`config.mk`:
```
export PLATFORM = sky130hd
export DESIGN_NAME = i2c_cmd_seq
export DESIGN_NICKNAME = d
export VERILOG_FILES = /design/src/rtl/i2c_cmd_seq.sv
export SDC_FILE = /design/constraint.sdc
export NUM_CORES = 1
export LEC_CHECK = 0
export BUFFER_PORTS_ARGS = -buffer_cell sky130_fd_sc_hd__clkbuf_2
export CORE_ASPECT_RATIO = 0.75
export CORE_UTILIZATION = 59
export DETAILED_ROUTE_END_ITERATION = 8
export GPL_TIMING_DRIVEN = 1
export PLACE_DENSITY = 0.86
export RECOVER_POWER = 25
export SYNTH_ARGS = -nofsm -noshare
export SYNTH_HDL_FRONTEND = slang
export SYNTH_SLANG_ARGS = --single-unit
```
`constraint.sdc`:
```
create_clock -name clk -period 4.25 [get_ports clk]
set_clock_uncertainty 0.1 [all_clocks]
set_input_delay 0.6375 -clock clk [delete_from_list [all_inputs] [get_ports clk]]
set_output_delay 0.6375 -clock clk [all_outputs]
set_load 0.03 [all_outputs]
```
`src/rtl/i2c_cmd_seq.sv`:
```
// i2c_cmd_seq: walks a command ROM and feeds write-only transactions to an i2c byte master.
//
// Each ROM entry is {last, byte}; last marks the final byte of a transaction, and the
// final ROM entry always closes its transaction. Every transaction goes to DEV_ADDR.
// The sequence stops early and flags o_error when the master reports a NACK.
//
// Ports:
//   clk              system clock
//   rst_n            asynchronous active-low reset
//   i_start          start pulse, honoured in IDLE/DONE (or the cycle DONE is reached)
//   o_seq_busy       high from accepted start until DONE
//   o_done           high in DONE, cleared by the next start
//   o_error          a transaction was NACKed (valid while o_done)
//   o_rom_addr       ROM read address; i_rom_data follows one clock later
//   i_rom_data       {last, byte}
//   o_i2c_enable     request/continue a transaction on the master
//   o_i2c_addr       slave address (DEV_ADDR)
//   o_i2c_rw         always write
//   o_i2c_data_wr    byte presented to the master
//   i_i2c_busy       master busy; each falling edge ends one shifted byte
//   i_i2c_ready      master idle
//   i_i2c_ack_error  master NACK flag, cleared by the master at each START
module i2c_cmd_seq #(
    parameter int         CLK_FREQ     = 12_000_000,
    parameter logic [6:0] DEV_ADDR     = 7'h3C,
    parameter int         ROM_LEN      = 32,
    parameter int         AW           = 8,
    parameter int         PWRUP_CYCLES = CLK_FREQ / 10_000
) (
    input  logic          clk,
    input  logic          rst_n,
    input  logic          i_start,
    output logic          o_seq_busy,
    output logic          o_done,
    output logic          o_error,
    output logic [AW-1:0] o_rom_addr,
    input  logic [8:0]    i_rom_data,
    output logic          o_i2c_enable,
    output logic [6:0]    o_i2c_addr,
    output logic          o_i2c_rw,
    output logic [7:0]    o_i2c_data_wr,
    input  logic          i_i2c_busy,
    input  logic          i_i2c_ready,
    input  logic          i_i2c_ack_error
);
    typedef enum logic [2:0] {
        S_IDLE, S_PWRUP, S_FETCH, S_ARM, S_SEND, S_WAITIDLE, S_DONE
    } state_t;

    localparam int            CW       = $clog2(PWRUP_CYCLES + 1);
    localparam logic [CW-1:0] PW_LAST  = CW'(PWRUP_CYCLES - 1);
    localparam logic [AW-1:0] ROM_LAST = AW'(ROM_LEN - 1);

    state_t        r_state;
    logic [CW-1:0] r_cnt;
    logic          r_busy;
    logic          r_last;
    logic          r_fwait;
    logic [1:0]    r_ld;
    logic          w_fall;
    logic          w_rom_end;
    logic          w_fin;
    logic          w_restart;

    assign o_i2c_addr = DEV_ADDR;
    assign o_i2c_rw   = 1'b0;
    assign w_fall     = r_busy & ~i_i2c_busy;
    assign w_rom_end  = o_rom_addr == ROM_LAST;
    // WAITIDLE exit that ends the whole list: NACK seen or ROM exhausted
    assign w_fin      = i_i2c_ready & (i_i2c_ack_error | w_rom_end);
    // a start landing on the very cycle DONE would be reached restarts instead
    assign w_restart  = i_start & (r_state == S_IDLE || r_state == S_DONE ||
                                   (r_state == S_WAITIDLE && w_fin));

    always_ff @(posedge clk or negedge rst_n) begin
        if (!rst_n) begin
            r_state       <= S_IDLE;
            r_cnt         <= '0;
            r_busy        <= 1'b0;
            r_last        <= 1'b0;
            r_fwait       <= 1'b0;
            r_ld          <= '0;
            o_seq_busy    <= 1'b0;
            o_done        <= 1'b0;
            o_error       <= 1'b0;
            o_rom_addr    <= '0;
            o_i2c_enable  <= 1'b0;
            o_i2c_data_wr <= '0;
        end else begin
            r_busy <= i_i2c_busy;
            // two-stage delay: address bump, ROM latency, then latch the next byte
            r_ld   <= {r_ld[0], 1'b0};
            if (w_restart) begin
                r_state    <= S_PWRUP;
                r_cnt      <= '0;
                o_rom_addr <= '0;
                o_seq_busy <= 1'b1;
                o_done     <= 1'b0;
                o_error    <= 1'b0;
            end else begin
                case (r_state)
                    S_PWRUP: begin
                        r_cnt <= r_cnt + 1'b1;
                        if (r_cnt == PW_LAST) begin
                            r_state <= S_FETCH;
                            r_fwait <= 1'b0;
                        end
                    end
                    S_FETCH: begin
                        r_fwait <= 1'b1;
                        if (r_fwait) begin
                            o_i2c_data_wr <= i_rom_data[7:0];
                            r_last        <= i_rom_data[8] | w_rom_end;
                            if (i_i2c_ready) begin
                                r_state      <= S_ARM;
                                o_i2c_enable <= 1'b1;
                            end
                        end
                    end
                    // a busy fall while still in ARM is the first byte's edge
                    S_ARM, S_SEND: begin
                        if (r_ld[1]) begin
                            o_i2c_data_wr <= i_rom_data[7:0];
                            r_last        <= i_rom_data[8] | w_rom_end;
                        end
                        if (w_fall) begin
                            if (r_last) begin
                                o_i2c_enable <= 1'b0;
                                r_state      <= S_WAITIDLE;
                            end else begin
                                o_rom_addr <= o_rom_addr + 1'b1;
                                r_ld[0]    <= 1'b1;
                                r_state    <= S_SEND;
                            end
                        end
                    end
                    S_WAITIDLE: begin
                        if (w_fin) begin
                            r_state    <= S_DONE;
                            o_done     <= 1'b1;
                            o_seq_busy <= 1'b0;
                            o_error    <= i_i2c_ack_error;
                        end else if (i_i2c_ready) begin
                            o_rom_addr <= o_rom_addr + 1'b1;
                            r_state    <= S_FETCH;
                            r_fwait    <= 1'b0;
                        end
                    end
                    default: ;
                endcase
            end
        end
    end
endmodule

```
## Word-level counts from Yosys, hierarchy flattened

Cells that the tools add are included.

| word-level totals | value |
|---|---|
| register bits | 39 |
| output and inout port bits | 28 |
| input port bits | 15 |

| cells by class | value |
|---|---|
| add/sub/neg operators | 2 |
| reductions and logical operators | 18 |
| multiplexer cells | 45 |
| bitwise operators | 7 |
| equality and inequality tests | 24 |

Operators by type and width:

| cell | count |
|---|---|
| two-way mux 8 bit | 7 |
| case mux 8 bit (2 select lines) | 2 |
| two-way mux 1 bit | 23 |
| two-way mux 11 bit | 2 |
| two-way mux 3 bit | 7 |
| != test 3 bit, second input constant | 7 |
| != test 2 bit, second input constant | 8 |
| case mux 3 bit (4 select lines) | 1 |
| AND reduction 6 bit | 2 |
| adder 11 x 1 -> 11 bit, second input constant | 1 |
| equality test 11 bit, second input constant | 1 |
| AND reduction 5 bit | 2 |
| equality test 3 bit, second input constant | 3 |
| adder 8 x 1 -> 8 bit, second input constant | 1 |
| equality test 8 x 5 -> 1 bit, second input constant | 1 |
| nonzero test 2 bit | 4 |
| equality test 3 x 2 -> 1 bit, second input constant | 2 |
| nonzero test 3 bit | 2 |
| nonzero test 5 bit | 1 |
| != test 4 bit, second input constant | 1 |
| case mux 1 bit (2 select lines) | 2 |
| AND reduction 4 bit | 1 |
| bitwise AND 1 bit | 3 |
| equality test 3 x 1 -> 1 bit, second input constant | 1 |
| 8 further kinds | 11 |

## Longest topological paths before layout

Gate-level depths: netlist of the first run.

| logic depth | value |
|---|---|
| word-level depth | 8 |
| depth in mapped cells | 8 |
| mapped depth without buffers | 6 |

## Least setup slack after synthesis of the first run

OpenSTA, ideal clock, no wires.

| timing path | value |
|---|---|
| path type | input -> register |
| start | input port i_i2c_busy |
| end | register r_state[2] |
| data required time | 4.030 ns |
| buffers on the path | 0 |
| cell stages on the path | 5 |
| arrival time | 1.908 ns |
| path slack | 2.123 ns |
| setup time | 0.120 ns |
| cells stage by stage | or3b_4 > a21boi_4 > nor2_2 > or4b_1 > and3_1 |

| on the way | value |
|---|---|
| cells in the longest elaborated chain, start to end | 4 |

Ends and longest elaborated chain:

| what | line | source |
|---|---|---|
| start, declared | 42 | `input logic i_i2c_busy,` |
| inverter 1 bit | 67 | `assign w_fall = r_busy & ~i_i2c_busy;` |
| bitwise AND 1 bit | 67 |  |
| != test 3 bit (no line) | - |  |
| AND reduction 6 bit (no line) | - |  |
| end signal, assigned | 77 | `r_state <= S_IDLE;` |
| end signal, assigned | 94 | `r_state <= S_PWRUP;` |
| end signal, assigned | 105 | `r_state <= S_FETCH;` |
| end, declared | 54 | `state_t r_state;` |

No other way between the ends.
A chain may end at the register's enable or synchronous reset.

## Final worst setup path of the first run

| timing path | value |
|---|---|
| start | register o_rom_addr[0] |
| end | register r_cnt[6] |

| on the way | value |
|---|---|
| cells in the longest elaborated chain, start to end | 7 |
| elaborated cells between the ends (all ways) | 8 |

Ends and longest elaborated chain:

| what | line | source |
|---|---|---|
| start, declared | 36 | `output logic [AW-1:0] o_rom_addr,` |
| start signal, assigned | 131 | `o_rom_addr <= o_rom_addr + 1'b1;` |
| start signal, assigned | 144 | `o_rom_addr <= o_rom_addr + 1'b1;` |
| equality test 8 x 5 -> 1 bit * | 68 | `assign w_rom_end = o_rom_addr == ROM_LAST;` |
| OR 1 bit * | 70 | `assign w_fin = i_i2c_ready & (i_i2c_ack_error \| w_rom_end);` |
| bitwise AND 1 bit * | 70 |  |
| logical AND 1 bit * | 73 | `(r_state == S_WAITIDLE && w_fin));` |
| logical OR 1 bit * | 72 | `assign w_restart = i_start & (r_state == S_IDLE \|\| r_state == S_DONE \|\|` |
| bitwise AND 1 bit * | 72 |  |
| two-way mux 11 bit or nonzero test 2 bit (tied branches) | - |  |
| end signal, assigned | 103 | `r_cnt <= r_cnt + 1'b1;` |
| end, declared | 55 | `logic [CW-1:0] r_cnt;` |

Every way passes the cells marked *; elsewhere a longest branch is shown, timed or not.

==> results of run 1 <==
-- cell families after synthesis --
| logic type | count (synthesis) | synth area share [%] |
|---|---|---|
| buffers and inverters | 21 | 6.18 |
| muxes | 10 | 5.23 |
| other | 2 | 0.353 |
| and+or+nand+nor | 72 | 19.9 |
| adders and majority gates | 2 | 1.18 |
| xor gates and xnor gates | 8 | 3.29 |
| DFF | 39 | 45.9 |
| AOI/OAI and AO/OA | 52 | 17.9 |
-- sequential cells by signal (all words and copies together), names as in the netlist, 2 cells and up --
signal	count
r_cnt	11
o_i2c_data_wr	8
o_rom_addr	8
r_state	3
r_ld	2
-- layout make-up --
class | count | share of cell area [%]
clock buffers | 5 | 2.94
clock inverters | 3 | 0.856
inverters | 4 | 0.642
multi-input cells | 152 | 44.5
flip-flops and latches | 39 | 41.7
well taps | 40 | 2.14
repair buffers | 34 | 7.17
-- per-stage QoR --
stage	utilization, %	total power, W	std cells	instance area, um2	hold WS [ns]
global route	69.7	0.00163	277	2340	0.273
detailed placement	67.2	0.00129	269	2250	0.247
global placement	67.2	0.00127	269	2250	0.233
CTS	69.8	0.00154	277	2340	0.254
finish	69.7	0.00154	277	2340	0.255
floorplan	-	0.00115	212	2150	0.231
-- placed cells by master (no fill, tap or decap), types with 2 or more instances in the layout --
master / netlist / routed
o311ai_1: 2 / 2
clkbuf_1: 0 / 2
nand4_1: 3 / 3
clkinvlp_4: 0 / 2
nand4b_1: 2 / 2
o31ai_1: 7 / 7
nor2_1: 14 / 14
mux2_1: 3 / 3
o21a_1: 2 / 2
nor2b_1: 3 / 3
nand3_1: 8 / 8
dfrtp_1: 39 / 39
or4_1: 6 / 6
o41ai_1: 2 / 2
a21oi_1: 17 / 17
mux2_2: 6 / 6
inv_1: 4 / 4
o21ai_1: 2 / 2
clkbuf_2: 0 / 32
or3_1: 4 / 4
nor3_1: 2 / 2
clkbuf_8: 0 / 5
o21ai_0: 7 / 7
and3_1: 7 / 7
nand2_1: 14 / 14
xor2_1: 7 / 7
ha_1: 2 / 2
conb_1: 2 / 8
-- per-layer routing --
metal  GRT usage [%]  vias up
met3            5.06        7
li1                -      812
met4            8.00        0
met5               0        -
met2            35.2       50
met1            34.2      795
-- cell usage after synthesis (2+ instances only) --
library cell / number / share of area (%)
nand4_1: 3 / 0.88
nor2_1: 14 / 2.5
o21ai_1: 2 / 0.47
ha_1: 2 / 1.2
o21ai_0: 7 / 1.6
mux2_2: 6 / 3.2
nor2b_1: 3 / 0.88
nand3_1: 8 / 1.9
o31ai_1: 7 / 2.5
nand4b_1: 2 / 0.82
xor2_1: 7 / 2.9
buf_2: 6 / 1.4
dfrtp_1: 39 / 46
or3_1: 4 / 1.2
buf_4: 10 / 3.5
nor3_1: 2 / 0.47
o21a_1: 2 / 0.71
and3_1: 7 / 2.1
nand2_1: 14 / 2.5
o41ai_1: 2 / 0.82
mux2_1: 3 / 1.6
a21oi_1: 17 / 4.0
conb_1: 2 / 0.35
or4_1: 6 / 2.1
inv_1: 4 / 0.71
o311ai_1: 2 / 0.82
-- power groups by stage --
stage	combinational [W]	sequential [W]	clock, W
after global routing	0.000739	0.000625	0.000271
after global placement	0.000663	0.000604	0
after CTS	0.000683	0.000603	0.000256
final	0.000683	0.000605	0.000248
after detailed placement	0.000683	0.000609	0
after floorplan	0.000456	0.000690	0
-- final timing paths --
path / start / to / slack, ns / cells past startpoint
min in group asynchronous: rst_n / o_i2c_data_wr[1]$_DFFE_PN0P_ / 0.83 / 1
worst max-delay path: o_rom_addr[0]$_DFFE_PN0P_ / r_cnt[6]$_DFFE_PN0P_ / 1.57 / 6
worst min-delay path: r_ld[0]$_DFF_PN0_ / r_ld[1]$_DFF_PN0_ / 0.26 / 0
max in group asynchronous: rst_n / o_rom_addr[4]$_DFFE_PN0P_ / 2.02 / 1
worst min register to register: r_ld[0]$_DFF_PN0_ / r_ld[1]$_DFF_PN0_ / 0.26 / 0
worst max register to register: o_rom_addr[0]$_DFFE_PN0P_ / r_cnt[6]$_DFFE_PN0P_ / 1.57 / 6
==> run_results.csv, run 1 <==
group,metric,value,unit
run_status,status,"finished with violations",
run_status,violations,"DRC, capacitance limit, slew limit",
critical_path,crit_fanout,21,
floorplanning,die-area,0.00385,mm2
critical_path,path_cells,"ha_1, nand4_1, nor4_2, o21a_1, o21a_1, nor2_1",
yosys,postSynthAreaPerCell,10.3,um2
floorplanning,num_io_pins,43,
yosys,async_flop_share,100,%
critical_path,cp.required,4.30,ns
routing,viasPerCell,6.01,
yosys,synth.distinct_cells,51,
cts,cts.sinks,39,
layout,seq_area,976,um2
cts,clk_path_buf_depth,2,
yosys,yosysSeqAreaShare,45.9,%
cts,post_cts_buffers,0,
sta,worst_slew_pin_slew,2.09,ns
sta,min_period,2.68,ns
routing,highest-signal-layer,"met4",
floorplanning,dieHeight,54,um
sta,rsz0062_at_grt,"false",
routing,dr.first_iter.drc_count,117,
floorplanning,core,0.00336,mm2
yosys,synth_edf_count,0,
layout,synthToLayoutAreaGrowth,10.0,%
routing,wl_met3,212,um
pwr,powerDensity,657,mW/mm2
critical_path,cpMaxStageDelayCell,"o21a_1",
pwr,peakVddDrop,455,uV
routing,met2WireLength,1.81,mm
placement,io_buffers,34,
routing,detail_route.wl_per_cell,14.8,um
sta,fmax,0.373,GHz
yosys,ys_warn_count,0,
pwr,p_int,0.000850,W
yosys,synthCells,206,
routing,drc,2,
pwr,p_seq_share,39.4,%
layout,layout.nets,253,
job,cap_violations,1,
critical_path,critPathLaunchType,"flop",
cts,path_clk_slew,0.08,ns
critical_path,crit_top_cell,"o21a_1",
layout,multi_input_area,0.00104,mm2
min_path,hp-class,"flop to flop",
global_route,grt_overflow,0,
critical_path,endpoint_kind,"flop",
pwr,switchingPower,0.000686,W
critical_path,slowest_delay,0.61,ns
sta,finalSetupTns,0,ns
global_route,grt_pass1_vias,1403,
sta,hold_viol,0,
pwr,leakagePower,1.05,nW
yosys,netlist_area,0.00213,mm2
pwr,comb_power_share,44.5,%
routing,vias,1664,
sta,slew_headroom,-39.1,%
layout,fillers,256,
cts,cts-buffers-inserted,5,
critical_path,path_buf_inv,0,
critical_path,critPathArrivalTime,2.73,ns
sta,setup_viol,0,
cts,clk_latency,0.30,ns
placement,dp_hpwl,2.93,mm
routing,routed_wirelength,4.11,mm
global_route,antenna_found_initial,0,
critical_path,crit_type,"flop to flop",
critical_path,critPathTopFamily,"compound AO/OA/AOI/OAI gates",
layout,drive_above_1_share,24.1,%
cts,cts_resized,0,
floorplanning,row_count,18,
sta,period_share,63.1,%
cts,ctsHoldBuffers,0,
floorplanning,initial_core_util,63.4,%
pwr,switching_share,44.6,%
floorplanning,die_w,71.3,um
cts,cts-root-buf,"clkbuf_8",
placement,pre_cts_slack,1.54,ns
routing,detail-route-antenna-nets,0,
pwr,pwr-share-clk,16.1,%
cts,cts_tree,"built",
layout,n_antenna_cell,0,
cts,htree_num_levels,2,
global_route,grt_max_degree,40,
sta,slew_violations,40,
placement,gp_congestion,0.852,
routing,wl_met1,2.04,mm
yosys,ys.flop_type,"dfrtp_1",
yosys,ys_seq_elements,39,
routing,dr.pass1.iters,6,
global_route,grt_use_total,23.6,%
global_route,grt_pass1_wl,6.72,mm
sta,fin_ws,1.57,ns
(Power assumes the default switching activity.)
==> run 2: changes to the inputs <==
--- a/config.mk
+++ b/config.mk
@@ -7,10 +7,10 @@
 export LEC_CHECK = 0
 export BUFFER_PORTS_ARGS = -buffer_cell sky130_fd_sc_hd__clkbuf_2
 export CORE_ASPECT_RATIO = 0.75
-export CORE_UTILIZATION = 59
+export CORE_UTILIZATION = 54
 export DETAILED_ROUTE_END_ITERATION = 8
 export GPL_TIMING_DRIVEN = 1
-export PLACE_DENSITY = 0.86
+export PLACE_DENSITY = 0.8
 export RECOVER_POWER = 25
 export SYNTH_ARGS = -nofsm -noshare
 export SYNTH_HDL_FRONTEND = slang
==> constraint.sdc (replaced) <==
create_clock -name clk -period 2.6 [get_ports clk]
set_clock_uncertainty 0.1 [all_clocks]
set_input_delay 0.39 -clock clk [delete_from_list [all_inputs] [get_ports clk]]
set_output_delay 0.39 -clock clk [all_outputs]
set_load 0.03 [all_outputs]
==> run_results.csv, run 2 (same netlist as run 1, synthesis figures left out) <==
group,metric,value,unit
run_status,status,"finished with violations",
run_status,violations,"capacitance limit, slew limit",
placement,postPlaceCellArea,0.00230,mm2
cts,cts_tree,"built",
layout,synthToLayoutAreaGrowth,12.9,%
routing,routed_wirelength,4.10,mm
sta,finalSetupTns,0,ns
cts,ctsHoldBuffers,0,
job,cap_violations,1,
sta,period_share,87.5,%
global_route,grt_max_degree,40,
layout,largest_register,"r_cnt",
routing,detail-route-antenna-nets,0,
floorplanning,dieHeight,56.4,um
sta,hold_viol,0,
cts,cts.sinks,39,
routing,dr.first_iter.drc_count,167,
floorplanning,initial_core_util,57.4,%
sta,worst_slew_pin_slew,2.01,ns
critical_path,critPathLaunchType,"flop",
sta,fmax,0.440,GHz
cts,post_cts_buffers,0,
critical_path,crit_type,"flop to flop",
cts,cts_resized,0,
floorplanning,die_w,74.5,um
pwr,leakagePower,1.09,nW
global_route,grt_pass1_vias,1490,
sta,slew_headroom,-33.8,%
floorplanning,num_io_pins,43,
routing,vias,1688,
critical_path,crit_fanout,16,
critical_path,critPathArrivalTime,2.35,ns
placement,gp_congestion,0.872,
placement,dp_hpwl,2.89,mm
floorplanning,row_count,19,
cts,clk_path_buf_depth,2,
critical_path,cp.required,2.68,ns
layout,layout.nets,257,
cts,cts-buffers-inserted,5,
pwr,powerDensity,1090,mW/mm2
cts,cts-root-buf,"clkbuf_8",
sta,setup_viol,0,
critical_path,endpoint_kind,"flop",
global_route,grt_overflow,0,
sta,slew_violations,40,
global_route,grt_use_total,21.8,%
routing,drc,0,
layout,mostFrequentLayoutCell,"dfrtp_1",
floorplanning,die-area,0.00420,mm2
cts,path_clk_slew,0.07,ns
routing,dr.pass1.iters,4,
pwr,peakVddDrop,719,uV
sta,holdWs,0.143,ns
placement,io_buffers,34,
global_route,antenna_found_initial,0,
layout,most-common-layout-cells,"39 x dfrtp_1, 32 x clkbuf_2, 17 x a21oi_1",
routing,viasPerCell,5.78,
pwr,p_total,0.00261,W
global_route,grt_pass1_wl,6.91,mm
cts,clk_latency,0.29,ns
routing,detail_route.wl_per_cell,14.0,um
layout,fin_cells,292,
layout,final_area,0.00240,mm2
layout,n_antenna_cell,0,
placement,placedCellCount,285,
floorplanning,core,0.00371,mm2
sta,rsz0062_at_grt,"false",
layout,largest_reg_flops,11,
sta,min_period,2.27,ns
min_path,hp-class,"primary input to flop",
layout,top_regs,"r_cnt x11, o_i2c_data_wr x8, o_rom_addr x8",
layout,drive_above_1_share,25.0,%
cts,htree_num_levels,2,
## run 2: changes by cell type in the layout (fill, tap and decap cells not counted), sizes merged
cell / change
clkinvlp: -1
buf: +4
bufinv: +1
clkinv: -1
## run 2: routing by layer
| layer | global-route usage, % | up-vias | share of wire (%) |
|---|---|---|---|
| met5 | 0 | - | 0 |
| met4 | 6.47 | 0 | 0.73 |
| met3 | 5.57 | 4 | 4.7 |
| met2 | 32.2 | 43 | 46 |
| met1 | 31.6 | 829 | 48 |
| li1 | - | 812 | - |
## run 2: stage by stage
| stage | util (%) | setup WS (ns) |
|---|---|---|
| after floorplan | - | 0.498 |
| after global placement | 62.0 | 0.365 |
| after global routing | 64.8 | 0.109 |
| after CTS | 64.8 | 0.344 |
| after detailed placement | 62.0 | 0.354 |
| final | 64.8 | 0.325 |
## run 2: layout make-up
type / count / area, um2
flip-flops and latches: 39 / 976
well taps: 52 / 65.1
inverters: 4 / 15.0
repair buffers: 38 / 198
fillers: 314 / 1310
clock buffers: 5 / 68.8
multi-input cells: 152 / 1040
clock inverters: 2 / 37.5
## run 2: final timing paths
path                                        startpoint                         to  slack [ns]  depth (start not counted)
worst max-delay path            r_state[1]$_DFFE_PN0P_     r_state[2]$_DFFE_PN0P_        0.33                          5
worst min-delay path                        i_i2c_busy           r_busy$_DFF_PN0_        0.14                          1
worst max register to register  r_state[1]$_DFFE_PN0P_     r_state[2]$_DFFE_PN0P_        0.33                          5
worst min register to register       r_ld[0]$_DFF_PN0_          r_ld[1]$_DFF_PN0_        0.25                          0
max in group asynchronous                        rst_n  o_rom_addr[2]$_DFFE_PN0P_        0.69                          1
min in group asynchronous                        rst_n       r_cnt[4]$_DFFE_PN0P_        0.56                          1
## run 2: where the power goes
group / total [W] / switching, W / internal [W]
Combinational: 0.00113 / 0.000696 / 0.000438
Clock: 0.000491 / 0.000211 / 0.000280
Sequential: 0.000984 / 0.000201 / 0.000783
## run 2: critical path: stages (launching register included)
cell and delay, ns:
dfrtp_1 0.67, nor2b_1 0.12, and3_1 0.26, o21a_1 0.29
or4b_1 0.56, and3_1 0.17
==> run 3: changes to the inputs <==
--- a/config.mk
+++ b/config.mk
@@ -6,8 +6,10 @@
 export NUM_CORES = 1
 export LEC_CHECK = 0
 export BUFFER_PORTS_ARGS = -buffer_cell sky130_fd_sc_hd__clkbuf_2
+export CELL_PAD_IN_SITES_DETAIL_PLACEMENT = 1
+export CELL_PAD_IN_SITES_GLOBAL_PLACEMENT = 1
 export CORE_ASPECT_RATIO = 0.75
-export CORE_UTILIZATION = 54
+export CORE_UTILIZATION = 42
 export DETAILED_ROUTE_END_ITERATION = 8
 export GPL_TIMING_DRIVEN = 1
 export PLACE_DENSITY = 0.8
==> run_results.csv, run 3 (same netlist as run 1, synthesis figures left out) <==
group,metric,value,unit
layout,layout.nets,263,
job,cap_violations,0,
cts,cts.sinks,39,
floorplanning,die_w,84.2,um
layout,mostFrequentLayoutCell,"dfrtp_1",
sta,finalSetupTns,0,ns
critical_path,crit_type,"flop to flop",
routing,met2WireLength,2.37,mm
routing,viasPerCell,5.65,
routing,wl_met3,190,um
global_route,grt_pass1_vias,1688,
global_route,grt_max_degree,40,
routing,dr.pass1.iters,6,
global_route,antenna_found_initial,0,
cts,cts-buffers-inserted,5,
critical_path,critPathArrivalTime,2.49,ns
routing,wl_met1,2.43,mm
routing,vias,1734,
layout,finish.utilization,49.9,%
sta,period_share,91.1,%
sta,holdWs,0.134,ns
global_route,grt_pass1_wl,8.52,mm
critical_path,critPathLaunchType,"flop",
routing,drc,2,
pwr,p_total,0.00263,W
sta,hold_viol,0,
layout,top_regs,"r_cnt x11, o_i2c_data_wr x8, o_rom_addr x8",
critical_path,endpoint_kind,"flop",
cts,htree_num_levels,2,
floorplanning,dieHeight,63.6,um
sta,fmax,0.422,GHz
floorplanning,core,0.00487,mm2
min_path,hp-class,"primary input to flop",
pwr,powerDensity,1080,mW/mm2
floorplanning,row_count,22,
cts,cts_resized,0,
layout,most-common-layout-cells,"39 x dfrtp_1, 34 x clkbuf_2, 17 x a21oi_1",
layout,n_antenna_cell,0,
routing,detail-route-antenna-nets,0,
floorplanning,die-area,0.00536,mm2
cts,path_clk_slew,0.08,ns
cts,ctsHoldBuffers,0,
routing,highest-signal-layer,"met4",
cts,clk_latency,0.30,ns
cts,post_cts_buffers,0,
critical_path,cp.required,2.72,ns
run_status,status,"finished with violations",
pwr,peakVddDrop,578,uV
floorplanning,initial_core_util,43.7,%
cts,clk_path_buf_depth,2,
floorplanning,num_io_pins,43,
routing,dr.first_iter.drc_count,68,
layout,drive_above_1_share,26.7,%
global_route,grt_use_total,20.7,%
critical_path,crit_fanout,14,
layout,seq_area,976,um2
sta,slew_headroom,33.4,%
sta,setup_viol,0,
layout,multi_input_area,0.00104,mm2
sta,slew_violations,0,
run_status,violations,"DRC",
cts,cts_tree,"built",
placement,dp_hpwl,3.63,mm
cts,cts-root-buf,"clkbuf_8",
pwr,leakagePower,1.11,nW
layout,largest_reg_flops,11,
global_route,grt_overflow,0,
layout,fillers,577,
layout,synthToLayoutAreaGrowth,14.3,%
layout,largest_register,"r_cnt",
placement,gp_congestion,0.790,
sta,min_period,2.37,ns
routing,routed_wirelength,5.06,mm
routing,detail_route.wl_per_cell,16.5,um
placement,io_buffers,34,
sta,rsz0062_at_grt,"false",
sta,worst_slew_pin_slew,0.999,ns
## run 3: changes by cell type in the layout (fill, tap and decap cells not counted)
| cell | before | now |
|---|---|---|
| bufinv_16 | 1 | 0 |
| clkbuf_1 | 2 | 3 |
| clkinv_2 | 0 | 1 |
| clkbuf_2 | 32 | 34 |
| clkinvlp_4 | 1 | 0 |
| buf_4 | 4 | 9 |
## run 3: power breakdown
group | total, W | internal (W) | switching, W
clock network | 0.000408 | 0.000188 | 0.000219
registers | 0.000968 | 0.000783 | 0.000185
logic | 0.00125 | 0.000490 | 0.000763
## run 3: final cells by class
cell class | count | share of cell area, %
well taps | 60 | 3.09
flip-flops and latches | 39 | 40.1
repair buffers | 44 | 9.93
inverters | 4 | 0.618
clock buffers | 7 | 3.14
clock inverters | 1 | 0.206
multi-input cells | 152 | 42.9
## run 3: worst paths after layout
| check | from | endpoint | slack, ns | cells past startpoint |
|---|---|---|---|---|
| worst max-delay path | r_state[1]$_DFFE_PN0P_ | o_rom_addr[4]$_DFFE_PN0P_ | 0.23 | 6 |
| worst min-delay path | i_i2c_busy | r_busy$_DFF_PN0_ | 0.13 | 1 |
| worst max register to register | r_state[1]$_DFFE_PN0P_ | o_rom_addr[4]$_DFFE_PN0P_ | 0.23 | 6 |
| worst min register to register | r_ld[0]$_DFF_PN0_ | r_ld[1]$_DFF_PN0_ | 0.26 | 0 |
| max in group asynchronous | rst_n | r_state[2]$_DFFE_PN0P_ | 1.55 | 2 |
| min in group asynchronous | rst_n | o_i2c_data_wr[2]$_DFFE_PN0P_ | 0.23 | 2 |
## run 3: worst max-delay path: stages (launching register included)
cell	delay, ns
dfrtp_1	0.66
nor2b_1	0.12
and3_1	0.24
o21a_1	0.25
buf_4	0.23
or4_1	0.49
a21oi_1	0.18
## run 3: routing by layer
metal,GRT usage (%),vias to the layer above
met5,0,-
met4,6.47,0
met3,5.37,8
met2,32.8,35
met1,27.8,875
li1,-,816
## run 3: stage by stage
step                area [um2]  cells  worst slack [ns]
global route              2430    307            0.0841
floorplan                 2150    212             0.498
global placement          2350    299             0.368
finish                    2430    307             0.233
detailed placement        2350    299             0.258
CTS                       2430    307             0.261
